$ cat config.mk
export PLATFORM = sky130hd
export DESIGN_NAME = hazard_ctrl_flat
export DESIGN_NICKNAME = d
export VERILOG_FILES = /design/src/rtl/hazard_if.sv /design/src/rtl/hazard_ctrl.sv /design/src/flat_wrapper.sv
export SDC_FILE = /design/constraint.sdc
export NUM_CORES = 1
export LEC_CHECK = 0
export BUFFER_PORTS_ARGS = -buffer_cell sky130_fd_sc_hd__buf_2
export CORE_UTILIZATION = 40
export CTS_CLUSTER_SIZE = 30
export DETAILED_ROUTE_END_ITERATION = 16
export PLACE_DENSITY = 0.73
export SYNTH_ARGS = -nofsm -noshare
export SYNTH_HDL_FRONTEND = slang
export SYNTH_SLANG_ARGS = --single-unit
$ cat constraint.sdc
create_clock -name clk -period 2.54 [get_ports clk]
set_input_delay 0.762 -clock clk [delete_from_list [all_inputs] [get_ports clk]]
set_output_delay 0.762 -clock clk [all_outputs]
set_load 0.02 [all_outputs]
$ cat src/rtl/hazard_if.sv
// Signal bundle between the pipeline datapath and the hazard controller.
// The master side is the pipeline; the slave side is hazard_ctrl.
interface hazard_if #(
  parameter int CNT_W  = 16,
  parameter int REG_AW = 4
);
  logic [REG_AW-1:0] RA1D, RA2D, RA1E, RA2E;
  logic [REG_AW-1:0] WA3E, WA3M, WA3W;
  logic              RegWriteE, MemtoRegE, RegWriteM, RegWriteW;
  logic              PCSrcD, PCSrcEout, BranchTakenE;
  logic              cnt_clr;
  logic [1:0]        ForwardAE, ForwardBE;
  logic              StallF, StallD, FlushD, FlushE;
  logic              PCSrcW;
  logic [CNT_W-1:0]  stall_cnt, flush_cnt;

  modport master (
    output RA1D, RA2D, RA1E, RA2E, WA3E, WA3M, WA3W,
           RegWriteE, MemtoRegE, RegWriteM, RegWriteW,
           PCSrcD, PCSrcEout, BranchTakenE, cnt_clr,
    input  ForwardAE, ForwardBE, StallF, StallD, FlushD, FlushE,
           PCSrcW, stall_cnt, flush_cnt
  );

  modport slave (
    input  RA1D, RA2D, RA1E, RA2E, WA3E, WA3M, WA3W,
           RegWriteE, MemtoRegE, RegWriteM, RegWriteW,
           PCSrcD, PCSrcEout, BranchTakenE, cnt_clr,
    output ForwardAE, ForwardBE, StallF, StallD, FlushD, FlushE,
           PCSrcW, stall_cnt, flush_cnt
  );
endinterface

$ cat src/rtl/hazard_ctrl.sv
// Pipeline hazard controller: operand forwarding, load-use stall, PC-write
// tracking through E/M/W, branch flush, and saturating stall/flush counters.
module hazard_ctrl #(
  parameter int CNT_W  = 16,
  parameter int REG_AW = 4
) (
  input  logic     clk,
  input  logic     reset,
  hazard_if.slave  bus
);

  // The highest register address is the PC, which is never forwarded.
  localparam logic [REG_AW-1:0] PC_ADDR = '1;

  logic             r_pc_e, r_pc_m, r_pc_w;
  logic [CNT_W-1:0] r_stall_cnt, r_flush_cnt;

  logic w_ldr_stall, w_pend_f;
  logic w_stall_f, w_stall_d, w_flush_d, w_flush_e;
  logic w_flush_e_raw;

  function automatic logic [1:0] fwd_sel(input logic [REG_AW-1:0] ra,
                                         input logic              rw_m,
                                         input logic [REG_AW-1:0] wa_m,
                                         input logic              rw_w,
                                         input logic [REG_AW-1:0] wa_w);
    if (ra == PC_ADDR)             return 2'b00;
    else if (rw_m && (wa_m == ra)) return 2'b10;
    else if (rw_w && (wa_w == ra)) return 2'b01;
    else                           return 2'b00;
  endfunction

  assign w_ldr_stall = bus.MemtoRegE & bus.RegWriteE &
                       ((bus.WA3E == bus.RA1D) | (bus.WA3E == bus.RA2D)) &
                       ~bus.BranchTakenE;
  assign w_pend_f      = bus.PCSrcD | r_pc_e | r_pc_m;
  assign w_flush_e_raw = w_ldr_stall | bus.BranchTakenE;

  always_comb begin
    // NOTE: every output gets its reset-time value first, so no path through
    // this block leaves a signal unassigned and no latch is inferred.
    bus.ForwardAE = 2'b00;
    bus.ForwardBE = 2'b00;
    w_stall_f     = 1'b0;
    w_stall_d     = 1'b0;
    w_flush_d     = 1'b1;
    w_flush_e     = 1'b1;
    if (!reset) begin
      bus.ForwardAE = fwd_sel(bus.RA1E, bus.RegWriteM, bus.WA3M,
                              bus.RegWriteW, bus.WA3W);
      bus.ForwardBE = fwd_sel(bus.RA2E, bus.RegWriteM, bus.WA3M,
                              bus.RegWriteW, bus.WA3W);
      // A taken branch releases fetch so the target is loaded.
      w_stall_f = ~bus.BranchTakenE & (w_ldr_stall | w_pend_f);
      w_stall_d = w_ldr_stall;
      w_flush_d = w_pend_f | r_pc_w | bus.BranchTakenE;
      w_flush_e = w_flush_e_raw;
    end
  end

  assign bus.StallF    = w_stall_f;
  assign bus.StallD    = w_stall_d;
  assign bus.FlushD    = w_flush_d;
  assign bus.FlushE    = w_flush_e;
  assign bus.PCSrcW    = r_pc_w;
  assign bus.stall_cnt = r_stall_cnt;
  assign bus.flush_cnt = r_flush_cnt;

  // NOTE: state registers use non-blocking assignments so every register
  // samples the pre-edge values of its neighbours.
  always_ff @(posedge clk) begin
    if (reset) begin
      r_pc_e <= 1'b0;
      r_pc_m <= 1'b0;
      r_pc_w <= 1'b0;
    end else begin
      r_pc_e <= bus.PCSrcD & ~w_flush_e_raw;
      r_pc_m <= bus.PCSrcEout & ~bus.BranchTakenE;
      r_pc_w <= r_pc_m;
    end
  end

  // Counters saturate at all-ones; clear wins over increment.
  always_ff @(posedge clk) begin
    if (reset || bus.cnt_clr) begin
      r_stall_cnt <= '0;
      r_flush_cnt <= '0;
    end else begin
      if (w_stall_f && (r_stall_cnt != '1)) r_stall_cnt <= r_stall_cnt + 1'b1;
      if (w_flush_e && (r_flush_cnt != '1)) r_flush_cnt <= r_flush_cnt + 1'b1;
    end
  end

endmodule

$ cat src/flat_wrapper.sv
// flat-port wrapper written by rule: the top's interface ports become plain ports
module hazard_ctrl_flat 
#(
  parameter int CNT_W  = 16,
  parameter int REG_AW = 4
)
  (clk, reset, bus_RA1D, bus_RA2D, bus_RA1E, bus_RA2E, bus_WA3E, bus_WA3M, bus_WA3W, bus_RegWriteE, bus_MemtoRegE, bus_RegWriteM, bus_RegWriteW, bus_PCSrcD, bus_PCSrcEout, bus_BranchTakenE, bus_cnt_clr, bus_ForwardAE, bus_ForwardBE, bus_StallF, bus_StallD, bus_FlushD, bus_FlushE, bus_PCSrcW, bus_stall_cnt, bus_flush_cnt);
  hazard_if #(.CNT_W(CNT_W), .REG_AW(REG_AW)) bus_i ();
  input  logic clk;
  input  logic reset;
  input wire logic [$bits(bus_i.RA1D)-1:0] bus_RA1D;
  input wire logic [$bits(bus_i.RA2D)-1:0] bus_RA2D;
  input wire logic [$bits(bus_i.RA1E)-1:0] bus_RA1E;
  input wire logic [$bits(bus_i.RA2E)-1:0] bus_RA2E;
  input wire logic [$bits(bus_i.WA3E)-1:0] bus_WA3E;
  input wire logic [$bits(bus_i.WA3M)-1:0] bus_WA3M;
  input wire logic [$bits(bus_i.WA3W)-1:0] bus_WA3W;
  input wire logic [$bits(bus_i.RegWriteE)-1:0] bus_RegWriteE;
  input wire logic [$bits(bus_i.MemtoRegE)-1:0] bus_MemtoRegE;
  input wire logic [$bits(bus_i.RegWriteM)-1:0] bus_RegWriteM;
  input wire logic [$bits(bus_i.RegWriteW)-1:0] bus_RegWriteW;
  input wire logic [$bits(bus_i.PCSrcD)-1:0] bus_PCSrcD;
  input wire logic [$bits(bus_i.PCSrcEout)-1:0] bus_PCSrcEout;
  input wire logic [$bits(bus_i.BranchTakenE)-1:0] bus_BranchTakenE;
  input wire logic [$bits(bus_i.cnt_clr)-1:0] bus_cnt_clr;
  output wire logic [$bits(bus_i.ForwardAE)-1:0] bus_ForwardAE;
  output wire logic [$bits(bus_i.ForwardBE)-1:0] bus_ForwardBE;
  output wire logic [$bits(bus_i.StallF)-1:0] bus_StallF;
  output wire logic [$bits(bus_i.StallD)-1:0] bus_StallD;
  output wire logic [$bits(bus_i.FlushD)-1:0] bus_FlushD;
  output wire logic [$bits(bus_i.FlushE)-1:0] bus_FlushE;
  output wire logic [$bits(bus_i.PCSrcW)-1:0] bus_PCSrcW;
  output wire logic [$bits(bus_i.stall_cnt)-1:0] bus_stall_cnt;
  output wire logic [$bits(bus_i.flush_cnt)-1:0] bus_flush_cnt;
  assign bus_i.RA1D = bus_RA1D;
  assign bus_i.RA2D = bus_RA2D;
  assign bus_i.RA1E = bus_RA1E;
  assign bus_i.RA2E = bus_RA2E;
  assign bus_i.WA3E = bus_WA3E;
  assign bus_i.WA3M = bus_WA3M;
  assign bus_i.WA3W = bus_WA3W;
  assign bus_i.RegWriteE = bus_RegWriteE;
  assign bus_i.MemtoRegE = bus_MemtoRegE;
  assign bus_i.RegWriteM = bus_RegWriteM;
  assign bus_i.RegWriteW = bus_RegWriteW;
  assign bus_i.PCSrcD = bus_PCSrcD;
  assign bus_i.PCSrcEout = bus_PCSrcEout;
  assign bus_i.BranchTakenE = bus_BranchTakenE;
  assign bus_i.cnt_clr = bus_cnt_clr;
  assign bus_ForwardAE = bus_i.ForwardAE;
  assign bus_ForwardBE = bus_i.ForwardBE;
  assign bus_StallF = bus_i.StallF;
  assign bus_StallD = bus_i.StallD;
  assign bus_FlushD = bus_i.FlushD;
  assign bus_FlushE = bus_i.FlushE;
  assign bus_PCSrcW = bus_i.PCSrcW;
  assign bus_stall_cnt = bus_i.stall_cnt;
  assign bus_flush_cnt = bus_i.flush_cnt;
  hazard_ctrl #(.CNT_W(CNT_W), .REG_AW(REG_AW)) u_core (.clk(clk), .reset(reset), .bus(bus_i));
endmodule
==> Implementation_results.wiki, run 1 <==
{| class="wikitable"
! Metric !! Value
|-
| Synthesized flop and latch total || 35
|-
| Post-layout instance area || 2730 sq um
|-
| Clock tree from TritonCTS || done
|-
| Std cell rows || 25
|-
| Slowest cell on the critical path || sky130_fd_sc_hd__or3_4
|-
| Cell types with the highest counts after synthesis || 35 x sky130_fd_sc_hd__dfxtp_1, 21 x sky130_fd_sc_hd__or3_1, 20 x sky130_fd_sc_hd__o21ai_0
|-
| Vias in the first global route || 1888
|-
| Routed Antenna Nets || 0
|-
| Worst-case headroom to the max-slew limit || 0.649
|-
| CTS root buf || sky130_fd_sc_hd__clkbuf_8
|-
| Fraction of registers with async set or reset after synthesis || 0
|-
| WHS Endpoint || u_core.bus.PCSrcW
|-
| Worst path required time || 1.78 ns
|-
| Setup-failing EPs final || 0
|-
| CP max FO || 3
|-
| FF-to-FF End || u_core.bus.flush_cnt[1]
|-
| Fin cells || 396
|-
| Count of input and output buffers || 78
|-
| Type of the setup path with the least slack || input port to output pin
|-
| Transition time at the pin with the least slew margin || 0.524 ns
|-
| Average footprint of a synthesized cell || 8.33 sq um
|-
| Area of the multi-input gates || 1330 sq um
|-
| Clock slew at the register clock pins of the worst setup and hold paths || 0.07 ns
|-
| Routed WL || 5150 microns
|-
| FILL cells || 459
|-
| Worst R2R Start || u_core.bus.flush_cnt[7]
|-
| Combinational cell fraction of total power || 0.157
|-
| DR vias || 2112
|-
| Critical path, cell by cell || buf_2 > or3_4 > or3_1 > buf_2
|-
| Biggest cell delay along the critical path || 0.39 ns
|-
| DRC violation total after the first TritonRoute iteration || 55
|-
| Effective utilization at floorplan || 0.421
|-
| Highest clock rate || 400 MHz
|-
| Data arrival, critical path || 1.74 ns
|-
| Final clock period utilization by the worst path || 0.984
|-
| Post-synth EDFFs || 0
|-
| Die width || 73.0 microns
|-
| Lkg Pwr || 0.00120 uW
|-
| Dominant cell type by count on the critical path || sky130_fd_sc_hd__buf_2
|-
| Count of pins over their slew limit || 0
|-
| Pre-antenna DRT Iters || 4
|-
| Fraction of layout cells with a size suffix above 1 || 0.343
|-
| Fin Setup TNS || 0 ns
|-
| Floorplan Core Area || 4790 sq um
|-
| Final net count || 370
|-
| Total clock buffers created by CTS || 5
|-
| Start point of the worst hold path || u_core.r_pc_m
|-
| Clock latency reported for the late side of the worst-skew pair || 0.28 ns
|-
| Clock Sink Count || 35
|-
| All-layer global routing usage || 0.198
|-
| Part of the power in the clock network || 0.338
|-
| Hold WS || 0.473 ns
|-
| Number of warning messages in the yosys log || 0
|-
| Top-area cell type share of the netlist area || 0.348
|-
| Ant. Diodes || 0
|-
| WHS Path Cells || 1
|-
| Classification of the worst-slack hold path || flip-flop to flip-flop
|-
| Die boundary height || 73.0 microns
|-
| Largest net degree at the start of global routing || 26
|-
| Total internal power || 820 uW
|-
| Area Growth Syn to Fin || 35.3%
|-
| Synth top area cells || sky130_fd_sc_hd__dfxtp_1 35%, sky130_fd_sc_hd__or3_1 6.5%, sky130_fd_sc_hd__xor2_1 6.5%
|-
| Critical Path Start Type || input port
|-
| GPL Wtd Cong || 0.768
|-
| Post-synthesis cell area || 2020 sq um
|-
| Cell count after synthesis || 242
|-
| Post-Route Skew || 0.00212 ns
|-
| Post-DR vias/cell || 5.33
|-
| Storage element area || 701 sq um
|-
| Result of the run || completed
|-
| # IOs || 79
|-
| Final core area utilization || 0.570
|-
| CP bufs+invs || 2
|-
| Cell with the most instances after synthesis || sky130_fd_sc_hd__dfxtp_1
|-
| Unrepaired setup endpoints after global routing || yes
|-
| Largest buffer count on any clock path || 2
|-
| Number of placed instances with taps included || 389
|-
| Full die area || 5330 sq um
|-
| DR DRC count || 0
|-
| Total grt overflow || 0
|-
| Power density normalized to cell area || 403 nW/um^2
|-
| Share of power burned in registers || 0.505
|-
| Worst R2R Setup Slack || 0.62 ns
|-
| Share of the yosys chip area belonging to registers || 0.348
|-
| Final hold violations || 0
|-
| Cell type contributing the most total cell area after synthesis || sky130_fd_sc_hd__dfxtp_1
|-
| Switching share of total power || 0.254
|-
| Net count after synthesis || 282
|-
| H-Tree Depth || 2
|-
| FF-to-FF path depth || 6
|-
| Maximum vdd ir drop || 0.000254 V
|-
| First-pass GRT wire length || 8260 microns
|-
| Switching Power || 280 uW
|-
| Wire per inst || 13.0 microns
|-
| Commonest register cell after synthesis || sky130_fd_sc_hd__dfxtp_1
|-
| HPWL after DPL || 3790 microns
|-
| CP Capture Type || output pin
|-
| Antenna violations before repair || 0
|-
| CP delay by family, top || simple AND/OR/NAND/NOR gates
|-
| Count of distinct cell types in the synthesized netlist || 41
|-
| Max-cap violation count || 0
|-
| Hold Buf Count CTS || 0
|-
| Area after DPL || 2510 sq um
|-
| Fin crit period || 2.50 ns
|}
logic make-up after synthesis:
| family | synth area share |
|---|---|
| AOI/OAI and AO/OA | 0.192 |
| xor gates and xnor gates | 0.117 |
| adders and majority gates | 0.0124 |
| buffers and inverters | 0.0360 |
| DFF | 0.348 |
| muxes | 0.0199 |
| and+or+nand+nor | 0.274 |
layer usage:
layer  part of all wire  GRT usage
met1               0.44      0.231
met2               0.48      0.345
met3              0.065     0.0539
met4              0.011     0.0763
met5                  0          0
cell usage in the layout (no fill, tap or decap), types with 2 or more instances in the layout:
master,netlist,layout
sky130_fd_sc_hd__a21oi_1,18,18
sky130_fd_sc_hd__a41o_1,2,2
sky130_fd_sc_hd__and2_1,4,3
sky130_fd_sc_hd__and3_1,10,10
sky130_fd_sc_hd__and4_4,2,2
sky130_fd_sc_hd__buf_2,1,71
sky130_fd_sc_hd__buf_4,1,11
sky130_fd_sc_hd__buf_6,2,4
sky130_fd_sc_hd__buf_8,0,2
sky130_fd_sc_hd__clkbuf_8,0,5
sky130_fd_sc_hd__dfxtp_1,35,35
sky130_fd_sc_hd__ha_1,2,2
sky130_fd_sc_hd__inv_1,7,7
sky130_fd_sc_hd__mux2i_1,4,4
sky130_fd_sc_hd__nand2_1,10,10
sky130_fd_sc_hd__nand2b_1,5,4
sky130_fd_sc_hd__nand3_1,15,15
sky130_fd_sc_hd__nand4_1,7,7
sky130_fd_sc_hd__nor2_1,14,13
sky130_fd_sc_hd__nor3_1,4,4
sky130_fd_sc_hd__nor4_1,2,2
sky130_fd_sc_hd__o211ai_1,6,6
sky130_fd_sc_hd__o21a_1,4,4
sky130_fd_sc_hd__o21ai_0,20,19
sky130_fd_sc_hd__o21ai_2,1,2
sky130_fd_sc_hd__o31ai_1,3,3
sky130_fd_sc_hd__or3_1,21,20
sky130_fd_sc_hd__xnor2_1,12,4
sky130_fd_sc_hd__xnor2_2,0,8
sky130_fd_sc_hd__xor2_1,15,15
through the flow:
stage          power (uW)  worst slack, ns
6_report             1100           0.0398
5_1_grt              1140          -0.0247
4_1_cts              1080         0.000871
3_5_place_dp          714          -0.0747
3_3_place_gp          711          -0.0472
2_1_floorplan         647           0.0871
power groups by stage:
stage | Combinational, uW | Sequential, uW | Clock, uW
3_5_place_dp | 145 | 568 | 0
2_1_floorplan | 76.0 | 571 | 0
4_1_cts | 149 | 556 | 378
5_1_grt | 188 | 556 | 400
6_report | 173 | 556 | 371
3_3_place_gp | 142 | 568 | 0
worst max path at each step:
| stage | endpoint | depth (start not counted) | from |
|---|---|---|---|
| after global placement | bus_StallF | 7 | bus_WA3E[2] |
| final | bus_FlushD | 4 | bus_PCSrcD |
| after floorplan | bus_StallF | 3 | bus_PCSrcD |
| after global routing | bus_StallF | 7 | bus_WA3E[0] |
| after CTS | bus_StallF | 7 | bus_WA3E[3] |
| after detailed placement | bus_StallF | 7 | bus_WA3E[3] |
repair_timing:
action,CTS,global route
setup endpoints to repair,2,4
setup buffers,1,0
gates resized for setup,2,28
pin swaps,2,9
state kept, by name, summed over array words and instances (netlist names):
register              flops
u_core.bus.PCSrcW         1
u_core.r_pc_m             1
u_core.r_pc_e             1
u_core.bus.flush_cnt     16
u_core.bus.stall_cnt     16
area by class of cell:
cell class,instances,share of cell area
inverter,7,0.00963
timing repair buffer,88,0.188
sequential,35,0.257
tap,67,0.0307
multi-input combinational,193,0.488
clock buffer,6,0.0266
(Power assumes the default switching activity.)
==> inputs of run 2 (changes only) <==
--- a/config.mk
+++ b/config.mk
@@ -10,6 +10,7 @@
 export CTS_CLUSTER_SIZE = 30
 export DETAILED_ROUTE_END_ITERATION = 16
 export PLACE_DENSITY = 0.73
+export RECOVER_POWER = 50
 export SYNTH_ARGS = -nofsm -noshare
 export SYNTH_HDL_FRONTEND = slang
 export SYNTH_SLANG_ARGS = --single-unit
==> constraint.sdc (replaced) <==
create_clock -name clk -period 3.2 [get_ports clk]
set_input_delay 0.96 -clock clk [delete_from_list [all_inputs] [get_ports clk]]
set_output_delay 0.96 -clock clk [all_outputs]
set_load 0.02 [all_outputs]
==> Implementation_results.wiki, run 2 (synthesis results as in run 1) <==
{| class="wikitable"
! Metric !! Value
|-
| Setup-failing EPs final || 0
|-
| Met3 track demand over resource in global routing || 0.0594
|-
| Floorplan Core Area || 4790 sq um
|-
| Number of gates given a new drive strength after cts || 0
|-
| DR DRC count || 0
|-
| Effective utilization at floorplan || 0.421
|-
| Max-cap violation count || 0
|-
| Final net count || 364
|-
| Worst R2R Setup Slack || 1.19 ns
|-
| Pre-antenna DRT Iters || 4
|-
| GPL Wtd Cong || 0.765
|-
| Post-Route Skew || 0.00478 ns
|-
| Ant. Diodes || 0
|-
| CP Capture Type || output pin
|-
| # IOs || 79
|-
| Transition time at the pin with the least slew margin || 0.693 ns
|-
| Layer with the highest usage after global routing || met2
|-
| HPWL after DPL || 3840 microns
|-
| Final clock period utilization by the worst path || 0.933
|-
| First-pass GRT wire length || 8050 microns
|-
| Classification of the worst-slack hold path || flip-flop to flip-flop
|-
| Type of the setup path with the least slack || input port to output pin
|-
| Die boundary height || 73.0 microns
|-
| DRC violation total after the first TritonRoute iteration || 64
|-
| Post-DR vias/cell || 5.34
|-
| Fin Setup TNS || 0 ns
|-
| # Post-CTS Setup Buffers || 0
|-
| Power density normalized to cell area || 378 nW/um^2
|-
| Total clock buffers created by CTS || 5
|-
| Count of pins over their slew limit || 0
|-
| Met2 global-route usage || 0.350
|-
| Clock Sink Count || 35
|-
| Most common library cell in the layout ignoring fill and taps || sky130_fd_sc_hd__buf_2
|-
| GR Util met1 || 0.219
|-
| Result of the run || completed
|-
| Area after DPL || 2470 sq um
|-
| Routed Antenna Nets || 0
|-
| Clock tree from TritonCTS || done
|-
| Routed WL || 4990 microns
|-
| Critical Path Start Type || input port
|-
| Vias in the first global route || 1865
|-
| Clock latency reported for the late side of the worst-skew pair || 0.29 ns
|-
| Die width || 73.0 microns
|-
| Data arrival, critical path || 2.03 ns
|-
| Full die area || 5330 sq um
|-
| Lkg Pwr || 0.000982 uW
|-
| H-Tree Depth || 2
|-
| Clock slew at the register clock pins of the worst setup and hold paths || 0.07 ns
|-
| Post-layout instance area || 2540 sq um
|-
| Worst-case headroom to the max-slew limit || 0.537
|-
| Worst path required time || 2.24 ns
|-
| Hold Buf Count CTS || 0
|-
| Wire per inst || 12.7 microns
|-
| Largest net degree at the start of global routing || 26
|-
| Largest buffer count on any clock path || 2
|-
| All-layer global routing usage || 0.195
|-
| Maximum vdd ir drop || 0.000265 V
|-
| Highest-count cells in the layout ignoring fill and taps || 44 x sky130_fd_sc_hd__buf_2, 35 x sky130_fd_sc_hd__clkbuf_1, 35 x sky130_fd_sc_hd__dfxtp_1
|-
| Highest clock rate || 335 MHz
|-
| Unrepaired setup endpoints after global routing || no
|-
| Fin crit period || 2.99 ns
|-
| Area Growth Syn to Fin || 26.3%
|-
| DR vias || 2092
|-
| CP max FO || 10
|-
| Std cell rows || 25
|-
| CTS root buf || sky130_fd_sc_hd__clkbuf_8
|-
| Count of input and output buffers || 78
|-
| Total grt overflow || 0
|-
| Fraction of layout cells with a size suffix above 1 || 0.191
|-
| Antenna violations before repair || 0
|-
| Final hold violations || 0
|}
[run 2: changes by cell type in the layout (fill, tap and decap cells not counted), sizes merged]
cell,change
clkbuf,+35
clkinv,+1
bufinv,+1
buf,-41
[run 2: path summary, 6_finish.rpt]
check,start,end,cells past startpoint
setup / recovery,reset,bus_ForwardBE[0],5
hold / removal,u_core.r_pc_m,u_core.bus.PCSrcW,1
setup reg to reg,u_core.bus.flush_cnt[0],u_core.bus.flush_cnt[15],6
hold reg to reg,u_core.r_pc_m,u_core.bus.PCSrcW,1
[run 2: report_power, final]
part	switching, uW	internal (uW)
registers	2.83	438
clock network	159	252
logic	61.3	48.2
[run 2: layout make-up]
cell class | instances | area [sq um]
well taps | 67 | 83.8
inverters | 7 | 26.3
clock inverters | 2 | 35.0
repair buffers | 82 | 374
clock buffers | 6 | 82.6
multi-input cells | 193 | 1240
flip-flops and latches | 35 | 701
fillers | 481 | 2240
[run 2: per-stage QoR]
| step | hold WS (ns) | total power [uW] | utilization | setup slack (ns) | cells |
|---|---|---|---|---|---|
| after floorplan | 0.429 | 514 | - | 0.351 | 242 |
| after global placement | 0.453 | 560 | 0.517 | 0.221 | 384 |
| after detailed placement | 0.456 | 563 | 0.517 | 0.216 | 384 |
| after CTS | 0.469 | 975 | 0.541 | 0.209 | 392 |
| after global routing | 0.471 | 1000 | 0.532 | 0.0899 | 392 |
| final | 0.464 | 962 | 0.532 | 0.215 | 392 |
[run 2: worst max-delay path, cell delays in order]
cell and delay, ns:
sky130_fd_sc_hd__clkbuf_1 0.20, sky130_fd_sc_hd__nand2b_1 0.23, sky130_fd_sc_hd__nor4_1 0.27, sky130_fd_sc_hd__and3_1 0.20, sky130_fd_sc_hd__buf_2 0.16
[run 2: metal layers]
metal,share of wire,routed length [microns]
met1,0.43,2150
met2,0.48,2370
met3,0.081,406
met4,0.012,60
met5,0,0
==> inputs of run 3 (changes only) <==
--- a/config.mk
+++ b/config.mk
@@ -5,11 +5,11 @@
 export SDC_FILE = /design/constraint.sdc
 export NUM_CORES = 1
 export LEC_CHECK = 0
-export BUFFER_PORTS_ARGS = -buffer_cell sky130_fd_sc_hd__buf_2
-export CORE_UTILIZATION = 40
+export CORE_UTILIZATION = 37
 export CTS_CLUSTER_SIZE = 30
 export DETAILED_ROUTE_END_ITERATION = 16
-export PLACE_DENSITY = 0.73
+export DONT_BUFFER_PORTS = 1
+export PLACE_DENSITY = 0.56
 export RECOVER_POWER = 50
 export SYNTH_ARGS = -nofsm -noshare
 export SYNTH_HDL_FRONTEND = slang
==> Implementation_results.wiki, run 3 (synthesis results as in run 1) <==
{| class="wikitable"
! Metric !! Value
|-
| FILL cells || 517
|-
| Classification of the worst-slack hold path || flip-flop to flip-flop
|-
| Critical Path Start Type || input port
|-
| Max-cap violation count || 0
|-
| # IOs || 79
|-
| Full die area || 5750 sq um
|-
| Largest buffer count on any clock path || 2
|-
| Area of the multi-input gates || 1240 sq um
|-
| First-pass GRT wire length || 7020 microns
|-
| Count of pins over their slew limit || 0
|-
| Clock Sink Count || 35
|-
| Highest-count cells in the layout ignoring fill and taps || 35 x sky130_fd_sc_hd__dfxtp_1, 21 x sky130_fd_sc_hd__or3_1, 20 x sky130_fd_sc_hd__o21ai_0
|-
| H-Tree Depth || 2
|-
| Storage element area || 701 sq um
|-
| Number of gates given a new drive strength after cts || 0
|-
| CP Capture Type || output pin
|-
| Die width || 75.8 microns
|-
| Count of input and output buffers || 0
|-
| Final clock period utilization by the worst path || 0.890
|-
| Result of the run || completed
|-
| Hold Buf Count CTS || 0
|-
| Routed Antenna Nets || 0
|-
| Post-DR vias/cell || 5.64
|-
| CP delay by family, top || simple AND/OR/NAND/NOR gates
|-
| Type of the setup path with the least slack || input port to output pin
|-
| Biggest cell delay along the critical path || 0.47 ns
|-
| Fin Setup TNS || 0 ns
|-
| Ant. Diodes || 0
|-
| Maximum vdd ir drop || 0.000177 V
|-
| DR vias || 1783
|-
| Dominant cell type by count on the critical path || sky130_fd_sc_hd__or3_1
|-
| Antenna violations before repair || 0
|-
| Vias in the first global route || 1658
|-
| Area Growth Syn to Fin || 6.83%
|-
| CP max FO || 5
|-
| DR DRC count || 0
|-
| Floorplan Core Area || 5170 sq um
|-
| Wire per inst || 14.4 microns
|-
| Highest clock rate || 351 MHz
|-
| Final net count || 285
|-
| Worst-case headroom to the max-slew limit || 0.532
|-
| CTS root buf || sky130_fd_sc_hd__clkbuf_8
|-
| HPWL after DPL || 3420 microns
|-
| Power density normalized to cell area || 380 nW/um^2
|-
| Fin crit period || 2.85 ns
|-
| Largest net degree at the start of global routing || 26
|-
| Post-Route Skew || 0.00818 ns
|-
| Pre-antenna DRT Iters || 4
|-
| Setup-failing EPs final || 0
|-
| Clock slew at the register clock pins of the worst setup and hold paths || 0.07 ns
|-
| Critical path, cell by cell || or3_1 > or3_1
|-
| Lkg Pwr || 0.000733 uW
|-
| Effective utilization at floorplan || 0.390
|-
| Die boundary height || 75.8 microns
|-
| Unrepaired setup endpoints after global routing || no
|-
| Transition time at the pin with the least slew margin || 0.701 ns
|-
| Worst path required time || 2.24 ns
|-
| Fraction of layout cells with a size suffix above 1 || 0.0569
|-
| Std cell rows || 26
|-
| Final hold violations || 0
|-
| Most common library cell in the layout ignoring fill and taps || sky130_fd_sc_hd__dfxtp_1
|-
| Slowest cell on the critical path || sky130_fd_sc_hd__or3_1
|-
| GPL Wtd Cong || 0.716
|-
| Total grt overflow || 0
|-
| # Post-CTS Setup Buffers || 0
|-
| DRC violation total after the first TritonRoute iteration || 81
|-
| Clock latency reported for the late side of the worst-skew pair || 0.29 ns
|-
| Data arrival, critical path || 1.89 ns
|-
| All-layer global routing usage || 0.162
|-
| CP bufs+invs || 0
|-
| Final core area utilization || 0.416
|-
| Clock tree from TritonCTS || done
|-
| Routed WL || 4540 microns
|-
| Total clock buffers created by CTS || 5
|}
-- run 3: cell types whose count changed in the layout (fill, tap and decap cells not counted) --
cell | previous run | this run
sky130_fd_sc_hd__and2_1 | 4 | 3
sky130_fd_sc_hd__buf_4 | 3 | 1
sky130_fd_sc_hd__clkbuf_1 | 35 | 4
sky130_fd_sc_hd__bufinv_16 | 1 | 0
sky130_fd_sc_hd__and2_0 | 0 | 1
sky130_fd_sc_hd__buf_2 | 44 | 0
sky130_fd_sc_hd__clkbuf_8 | 6 | 5
-- run 3: metal layers --
metal	routed length, microns	global-route usage	up-vias
met5	0	0	-
met4	57	0.0556	0
met3	458	0.0622	7
met2	2050	0.291	74
met1	1980	0.174	814
li1	-	-	888
-- run 3: final cells by class --
cell class / count / share of cell area
Timing Repair Buffer: 3 / 0.00697
Multi-Input combinational cell: 193 / 0.577
Tap cell: 70 / 0.0407
Sequential cell: 35 / 0.325
Clock inverter: 1 / 0.00232
Inverter: 7 / 0.0122
Clock buffer: 7 / 0.0354
-- run 3: path summary, 6_finish.rpt --
kind	startpoint	endpoint	slack (ns)	depth (start not counted)
worst min register to register	u_core.r_pc_m	u_core.bus.PCSrcW	0.46	1
worst min-delay path	u_core.r_pc_m	u_core.bus.PCSrcW	0.46	1
worst max-delay path	bus_PCSrcD	bus_FlushD	0.35	2
worst max register to register	u_core.bus.flush_cnt[7]	u_core.bus.flush_cnt[15]	1.10	6
-- run 3: metrics by stage --
step / setup WS (ns) / cell area (sq um) / cells / power [uW] / hold WS [ns]
6_report: 0.352 / 2150 / 316 / 819 / 0.460
5_1_grt: 0.264 / 2150 / 316 / 857 / 0.472
4_1_cts: 0.329 / 2160 / 316 / 832 / 0.466
3_5_place_dp: 0.331 / 2080 / 308 / 522 / 0.456
3_3_place_gp: 0.342 / 2080 / 308 / 521 / 0.457
2_1_floorplan: 0.351 / 2020 / 242 / 514 / 0.429
-- run 3: report_power, final --
part           internal (uW)  leakage [uW]  switching (uW)
clock                    153     0.0000422             156
combinational           29.8      0.000408            36.4
sequential               438      0.000282            5.43
total                    621      0.000733             198
